===== src/rtl/gcl_slot_sched.sv =====
// Slot scheduler for the NIC gate-control path.
// Splits time into slots of cfg_slot_len cycles, 16 slots per GCL entry, and prefetches
// the next entry from the GCL reader one slot ahead of the entry boundary.
// Build option: define SLOT_SCHED_ERR_HALT_EN to freeze in HALT on a prefetch miss;
// without it a miss only raises sched_err and the schedule keeps running.
module gcl_slot_sched #(
  parameter int unsigned SLOT_W  = 16,
  parameter int unsigned ENTRY_W = 5
) (
  input  logic               clk,
  input  logic               rst_n,
  input  logic [SLOT_W-1:0]  cfg_slot_len,
  input  logic [ENTRY_W-1:0] cfg_entry_num,
  input  logic               lau_update_finish,
  input  logic               test_start,
  input  logic               test_stop,
  input  logic               gcl_rd_ack,
  output logic [3:0]         slot_shift_cnt,
  output logic               gcl_ram_rd,
  output logic [ENTRY_W-1:0] entry_idx,
  output logic               cycle_wrap,
  output logic               sched_active,
  output logic               sched_err
);

`ifdef SLOT_SCHED_ERR_HALT_EN
  localparam bit HaltEn = 1'b1;
`else
  localparam bit HaltEn = 1'b0;
`endif

  localparam logic [SLOT_W-1:0] MinLen = SLOT_W'(4);

  typedef enum logic [1:0] {StIdle, StPreload, StRun, StHalt} state_e;

  state_e             state_q, state_d;
  logic [SLOT_W-1:0]  len_q, len_d;
  logic [ENTRY_W:0]   num_q, num_d;      // one extra bit so 2^ENTRY_W fits
  logic [SLOT_W-1:0]  slot_cnt_q, slot_cnt_d;
  logic [3:0]         shift_q, shift_d;
  logic [ENTRY_W-1:0] entry_q, entry_d;
  logic               pending_q, pending_d;
  logic               err_q, err_d;
  logic               rd_q, rd_d;
  logic               wrap_q, wrap_d;

  logic [SLOT_W-1:0]  len_clamp;
  logic [ENTRY_W:0]   num_clamp;
  logic [ENTRY_W:0]   entry_inc;
  logic               slot_last;
  logic               entry_last;
  logic               stop_req;
  logic               miss;

  assign len_clamp  = (cfg_slot_len < MinLen) ? MinLen : cfg_slot_len;
  assign num_clamp  = (cfg_entry_num == '0) ? {1'b1, {ENTRY_W{1'b0}}} : {1'b0, cfg_entry_num};
  assign entry_inc  = {1'b0, entry_q} + {{ENTRY_W{1'b0}}, 1'b1};
  assign entry_last = (entry_inc == num_q);
  assign slot_last  = (slot_cnt_q == len_q - SLOT_W'(1));
  assign stop_req   = test_stop | ~test_start;
  // An ack arriving in the boundary cycle itself still counts as on time.
  assign miss       = pending_q & ~gcl_rd_ack;

  // Next-state: start/preload handshake, slot and entry counting, prefetch tracking.
  always_comb begin
    state_d    = state_q;
    len_d      = len_q;
    num_d      = num_q;
    slot_cnt_d = slot_cnt_q;
    shift_d    = shift_q;
    entry_d    = entry_q;
    pending_d  = pending_q;
    err_d      = err_q;
    rd_d       = 1'b0;
    wrap_d     = 1'b0;

    unique case (state_q)
      StIdle: begin
        if (lau_update_finish && test_start && !test_stop) begin
          state_d = StPreload;
          len_d   = len_clamp;
          num_d   = num_clamp;
          err_d   = 1'b0;
          rd_d    = 1'b1;
        end
      end
      StPreload: begin
        if (gcl_rd_ack) begin
          state_d    = StRun;
          slot_cnt_d = '0;
          shift_d    = '0;
          entry_d    = '0;
        end
      end
      StRun: begin
        if (pending_q && gcl_rd_ack) pending_d = 1'b0;
        if (!slot_last) begin
          slot_cnt_d = slot_cnt_q + SLOT_W'(1);
        end else if (shift_q != 4'd15) begin
          slot_cnt_d = '0;
          shift_d    = shift_q + 4'd1;
          // Entering the last slot: request the next entry now.
          if (shift_q == 4'd14) begin
            rd_d      = 1'b1;
            pending_d = 1'b1;
          end
        end else begin
          if (miss) begin
            err_d     = 1'b1;
            pending_d = 1'b0;
          end
          if (miss && HaltEn) begin
            state_d = StHalt;
          end else begin
            slot_cnt_d = '0;
            shift_d    = '0;
            entry_d    = entry_last ? '0 : entry_inc[ENTRY_W-1:0];
            wrap_d     = entry_last;
          end
        end
      end
      StHalt: begin
        state_d = StHalt;
      end
      default: state_d = StIdle;
    endcase

    // Abort overrides everything, including a coincident entry boundary.
    if (state_q != StIdle && stop_req) begin
      state_d    = StIdle;
      slot_cnt_d = '0;
      shift_d    = '0;
      entry_d    = '0;
      pending_d  = 1'b0;
      err_d      = err_q;
      rd_d       = 1'b0;
      wrap_d     = 1'b0;
    end
  end

  // State and counter registers.
  always_ff @(posedge clk or negedge rst_n) begin
    if (!rst_n) begin
      state_q    <= StIdle;
      len_q      <= MinLen;
      num_q      <= '0;
      slot_cnt_q <= '0;
      shift_q    <= '0;
      entry_q    <= '0;
      pending_q  <= 1'b0;
      err_q      <= 1'b0;
      rd_q       <= 1'b0;
      wrap_q     <= 1'b0;
    end else begin
      state_q    <= state_d;
      len_q      <= len_d;
      num_q      <= num_d;
      slot_cnt_q <= slot_cnt_d;
      shift_q    <= shift_d;
      entry_q    <= entry_d;
      pending_q  <= pending_d;
      err_q      <= err_d;
      rd_q       <= rd_d;
      wrap_q     <= wrap_d;
    end
  end

  assign slot_shift_cnt = shift_q;
  assign gcl_ram_rd     = rd_q;
  assign entry_idx      = entry_q;
  assign cycle_wrap     = wrap_q;
  assign sched_active   = (state_q == StRun);
  assign sched_err      = err_q;

endmodule

===== config.mk =====
export PLATFORM = sky130hd
export DESIGN_NAME = gcl_slot_sched
export DESIGN_NICKNAME = d
export VERILOG_FILES = /design/src/rtl/gcl_slot_sched.sv
export SDC_FILE = /design/constraint.sdc
export NUM_CORES = 1
export LEC_CHECK = 0
export BUFFER_PORTS_ARGS = -buffer_cell sky130_fd_sc_hd__buf_4
export CAP_MARGIN = 20
export CORE_ASPECT_RATIO = 0.6
export CORE_MARGIN = 2
export CORE_UTILIZATION = 40
export DETAILED_ROUTE_END_ITERATION = 16
export HOLD_SLACK_MARGIN = 0.15
export PLACE_DENSITY = 0.65
export SLEW_MARGIN = 20
export SYNTH_ARGS = -nofsm -noshare
export SYNTH_HDL_FRONTEND = slang
export SYNTH_SLANG_ARGS = --single-unit

===== constraint.sdc =====
create_clock -name clk -period 2.9 [get_ports clk]
set_clock_uncertainty 0.05 [all_clocks]
set_input_delay 0.145 -clock clk [delete_from_list [all_inputs] [get_ports clk]]
set_output_delay 0.145 -clock clk [all_outputs]
set_load 0.005 [all_outputs]

==> run summary <==
The fraction of final layout cells with drive strength greater than 1 came out at 0.2931. The synthesized design spends more area on one cell type than any other, namely sky130_fd_sc_hd__dfrtp_1. The worst path setup slack after routing is -0.03322 ns.

The total number of placement rows came out at 25. The tree is rooted in a sky130_fd_sc_hd__clkbuf_16. The clock slew at the register clock pins of the worst setup and hold paths came out at 0.07 ns. The count of buffer and inverter cells on the critical path came out at 1. Traced cell by cell, the critical path runs through nor4_4 > a31o_2 > nand4b_1 > or4_4 > buf_4 > a2111o_1 > a31o_2 > a22o_1. The portion of synthesized area spent on multiplexers is 0.07584. The top cell type's share of synthesized area is 0.3866.

The power density over the cells came out at 472.3 nW/µm². The initial antenna violation count was 0. The time the final worst path needs with I/O delays and setup came out at 2.933 ns. Data on the critical path arrives at its endpoint at 3.07 ns. The fill cell total of the finished layout is 697. The critical path is of the register to register type.

The insertion delay of the later-clocked pin in the worst-skew pair came out at 0.30 ns. The via count of the first global-routing pass came to 2,953. The post-detailed-routing wire length is 9381 µm.

The final reports fail on setup timing. Setup repair after global routing could not meet its margin everywhere. For this run, design rule violations remaining after detail routing come to 0. Summed over all nets, the half-perimeter wirelength after detailed placement is 6526 µm.

The synthesized netlist cell count is 361. CTS saw 53 sinks. The detailed-routing iteration count for the pre-antenna-repair pass came out at 5.

Max-cap violations in this run came to 0. The net count reported at finish came out at 495. Measured against its own limit, the worst slew margin works out to 0.4836. Dividing the detail-routed wire length by the instance count gives 16.40 µm. The static leakage is 1.932 nW.

The pin count of the biggest net entering global routing is 54. The fraction of the mapped netlist area in adder cells came out at 0.01859. The TritonCTS buffer count is 5.

The remaining antenna violation count is 0. The final-report setup violation count is 7. The overall fraction of global-route tracks in use came out at 0.2084. The number of inserted diodes is 0. The area of the core region came out at 8008 µm². The horizontal die dimension is 122.4 µm. After synthesis the cells add up to 3366 µm². The final-report max-slew violation count is 0. The nature of the critical path endpoint is a register. The number of placed I/O pins is 40. The pre-CTS setup slack is -0.1591 ns. The run finished, with violations left. The worst hold-check path type is input port to register.

The required time reported for the critical path endpoint came out at 3.04 ns. After synthesis, the share of flip-flops with an asynchronous set or reset is 1.000. On the worst path, the slowest cell contributes a delay of 0.51 ns. The starting utilization of the core area is 0.4203. The fmax came out at 0.3409 GHz. The post-synthesis average cell area came out at 9.323 µm².

The violation count after the first detailed-routing iteration is 268. The average vias per placed instance is 5.594. The number of flops mapped to enable cells by yosys came out at 0. The multi-input combinational cell area came out at 2049 µm². The total design power is 2.193 mW. The final-layout setup total negative slack is -0.07244 ns.

The H-tree depth came out at 2. The floorplan step set the die height to 75.06 µm. The number of different library cells in the post-synthesis netlist is 59. The compound-cell area share of the yosys netlist is 0.1688.

The most common cell type on the critical path is sky130_fd_sc_hd__a31o_2. In this design, the largest share of critical-path delay is due to simple AND/OR/NAND/NOR gates. The total overflow left after global routing is 0. STA classifies the critical path startpoint as a register. In the synthesized netlist the dominant register cell turns out to be sky130_fd_sc_hd__dfrtp_1.

The layout-stage area growth over the synthesis result came out at 37.96%. The simple logic cell fraction of the synthesized area came out at 0.2249. The congestion estimate from routability-driven global placement came to 0.9950. The part of the cycle the worst path needs is 1.011. After synthesis, the cell types taking the most area are sky130_fd_sc_hd__dfrtp_1 (39%), sky130_fd_sc_hd__mux2_2 (6.7%), sky130_fd_sc_hd__xnor2_1 (5.7%), sky130_fd_sc_hd__nor2_1 (3.5%), sky130_fd_sc_hd__nand2_1 (3.2%).

The register area is 1328 µm². Along the worst path, the maximum fanout reaches 6. Of the total synthesized cell area, the portion taken by XOR and XNOR cells is 0.07807.

The die covers 9188 µm². The wire length of the first global-routing pass came out at 14,840 µm. In this run, synthesis produced a sequential element count of 53. The maximum clock path buffer count came out at 2.

The sequential share of the synthesized area is 0.3944. The synthesis warning total is 0. After synthesis, the largest family of logic cells by area is simple AND/OR/NAND/NOR gates. The number of nets handed over by synthesis was 393.

The slowest cell on the critical path is sky130_fd_sc_hd__or4_4. For the pin with the worst max-slew slack, the measured transition is 0.7728 ns. The total count of hold-check failures in the final report is 0. The total via count in the routed design came out at 3,200.

The worst ir drop on vdd came out at 225.4 µV. The CTS tree is yes. The count of port buffers added during placement came out at 39.
-- worst register-to-register path, delay by kind of cell (launching register included) --
kind	cells	cell delay, ns
DFF	1	0.41
and+or+nand+nor	3	1.12
buffers and inverters	1	0.16
AOI/OAI and AO/OA	4	1.10
-- report_power, final --
part / internal [mW] / switching, mW
logic: 0.328 / 0.289
registers: 0.809 / 0.0816
clock network: 0.410 / 0.275
total: 1.55 / 0.647
-- worst paths after layout --
check                                      start                         to  slack, ns  depth (start not counted)
min in group asynchronous                  rst_n       gcl_ram_rd$_DFF_PN0_       0.38                          2
max                         len_q[3]$_DFFE_PN0P_  slot_cnt_q[7]$_DFFE_PN0P_      -0.03                          8
max reg2reg                 len_q[3]$_DFFE_PN0P_  slot_cnt_q[7]$_DFFE_PN0P_      -0.03                          8
min reg2reg                pending_q$_DFFE_PN0P_      pending_q$_DFFE_PN0P_       0.44                          2
max in group asynchronous                  rst_n   entry_idx[3]$_DFFE_PN0P_       1.94                          2
min                                    test_stop     state_q[0]$_DFFE_PN0P_       0.17                          3
-- metal layers --
| layer | GRT usage | wire (µm) | up-vias |
|---|---|---|---|
| met5 | 0 | 0 | - |
| met4 | 0.03576 | 29 | 0 |
| met3 | 0.03939 | 579 | 5 |
| met2 | 0.3111 | 4153 | 91 |
| met1 | 0.3181 | 4619 | 1558 |
| li1 | - | - | 1546 |
-- synth_stat cells, drive strengths merged (2+ instances only) --
| cell | count |
|---|---|
| clkbuf | 8 |
| a22o | 8 |
| o21ai | 12 |
| xnor2 | 22 |
| o211ai | 8 |
| ha | 5 |
| nor2 | 31 |
| o31a | 3 |
| o21a | 2 |
| and3 | 5 |
| nor2b | 10 |
| inv | 16 |
| nand3 | 18 |
| xor2 | 8 |
| mux2 | 20 |
| nor3 | 12 |
| mux2i | 3 |
| nor4 | 7 |
| nand2b | 5 |
| nand2 | 29 |
| o2bb2ai | 3 |
| nand4b | 2 |
| a31oi | 10 |
| and2 | 2 |
| buf | 6 |
| nand4 | 10 |
| a31o | 3 |
| or2 | 2 |
| o31ai | 6 |
| a21oi | 7 |
| or3 | 4 |
| or4 | 4 |
| dfrtp | 52 |
-- final cells by class --
| class | instances | share of cell area |
|---|---|---|
| Timing Repair Buffer | 108 | 0.1946 |
| Tap cell | 108 | 0.02910 |
| Sequential cell | 53 | 0.2859 |
| Clock inverter | 2 | 0.008354 |
| Multi-Input combinational cell | 279 | 0.4414 |
| Clock buffer | 6 | 0.02776 |
| Inverter | 16 | 0.01293 |
-- logic make-up after synthesis --
kind of cell    count (synthesis)
simple gates                  144
fa+ha+maj                       5
buf+inv                        30
xor+xnor                       30
compound gates                 76
mux                            23
flops                          53
-- through the flow --
stage / cells / instance area [µm²] / util / hold WS, ns
floorplan: 361 / 3366 / - / -0.2006
global placement: 531 / 3999 / 0.4994 / 0.1888
detailed placement: 531 / 3999 / 0.4994 / 0.1947
CTS: 569 / 4507 / 0.5628 / 0.1580
global route: 572 / 4643 / 0.5798 / 0.2260
finish: 572 / 4643 / 0.5798 / 0.1656
-- repair_timing --
action,in CTS,in global routing
cloned,1,0
resized for setup,7,21
endpoints found under the setup margin,20,25
setup buffers,3,3
endpoints found under the hold margin,76,0
pin swaps,7,17
hold buffers,26,0
-- state kept, by name, summed over array words and instances (netlist names) --
register / flops
cycle_wrap: 1
entry_idx: 5
gcl_ram_rd: 1
len_q: 16
num_q: 6
pending_q: 1
sched_err: 1
slot_cnt_q: 16
slot_shift_cnt: 4
state_q: 2
-- cells in the final DEF (no fill, tap or decap), types with 7 or more instances in the layout --
master | netlist | final
sky130_fd_sc_hd__a22o_1 | 8 | 8
sky130_fd_sc_hd__a31oi_1 | 10 | 8
sky130_fd_sc_hd__buf_4 | 1 | 77
sky130_fd_sc_hd__dfrtp_1 | 52 | 52
sky130_fd_sc_hd__dlygate4sd3_1 | 0 | 26
sky130_fd_sc_hd__inv_1 | 16 | 16
sky130_fd_sc_hd__mux2_2 | 20 | 20
sky130_fd_sc_hd__nand2_1 | 29 | 28
sky130_fd_sc_hd__nand3_1 | 18 | 15
sky130_fd_sc_hd__nand4_1 | 10 | 10
sky130_fd_sc_hd__nor2_1 | 31 | 30
sky130_fd_sc_hd__nor2b_1 | 10 | 9
sky130_fd_sc_hd__nor3_1 | 11 | 9
sky130_fd_sc_hd__o211ai_1 | 8 | 8
sky130_fd_sc_hd__o21ai_0 | 11 | 8
sky130_fd_sc_hd__xnor2_1 | 22 | 21
sky130_fd_sc_hd__xor2_1 | 8 | 7
Note: power is estimated with default switching activity, not from simulation.
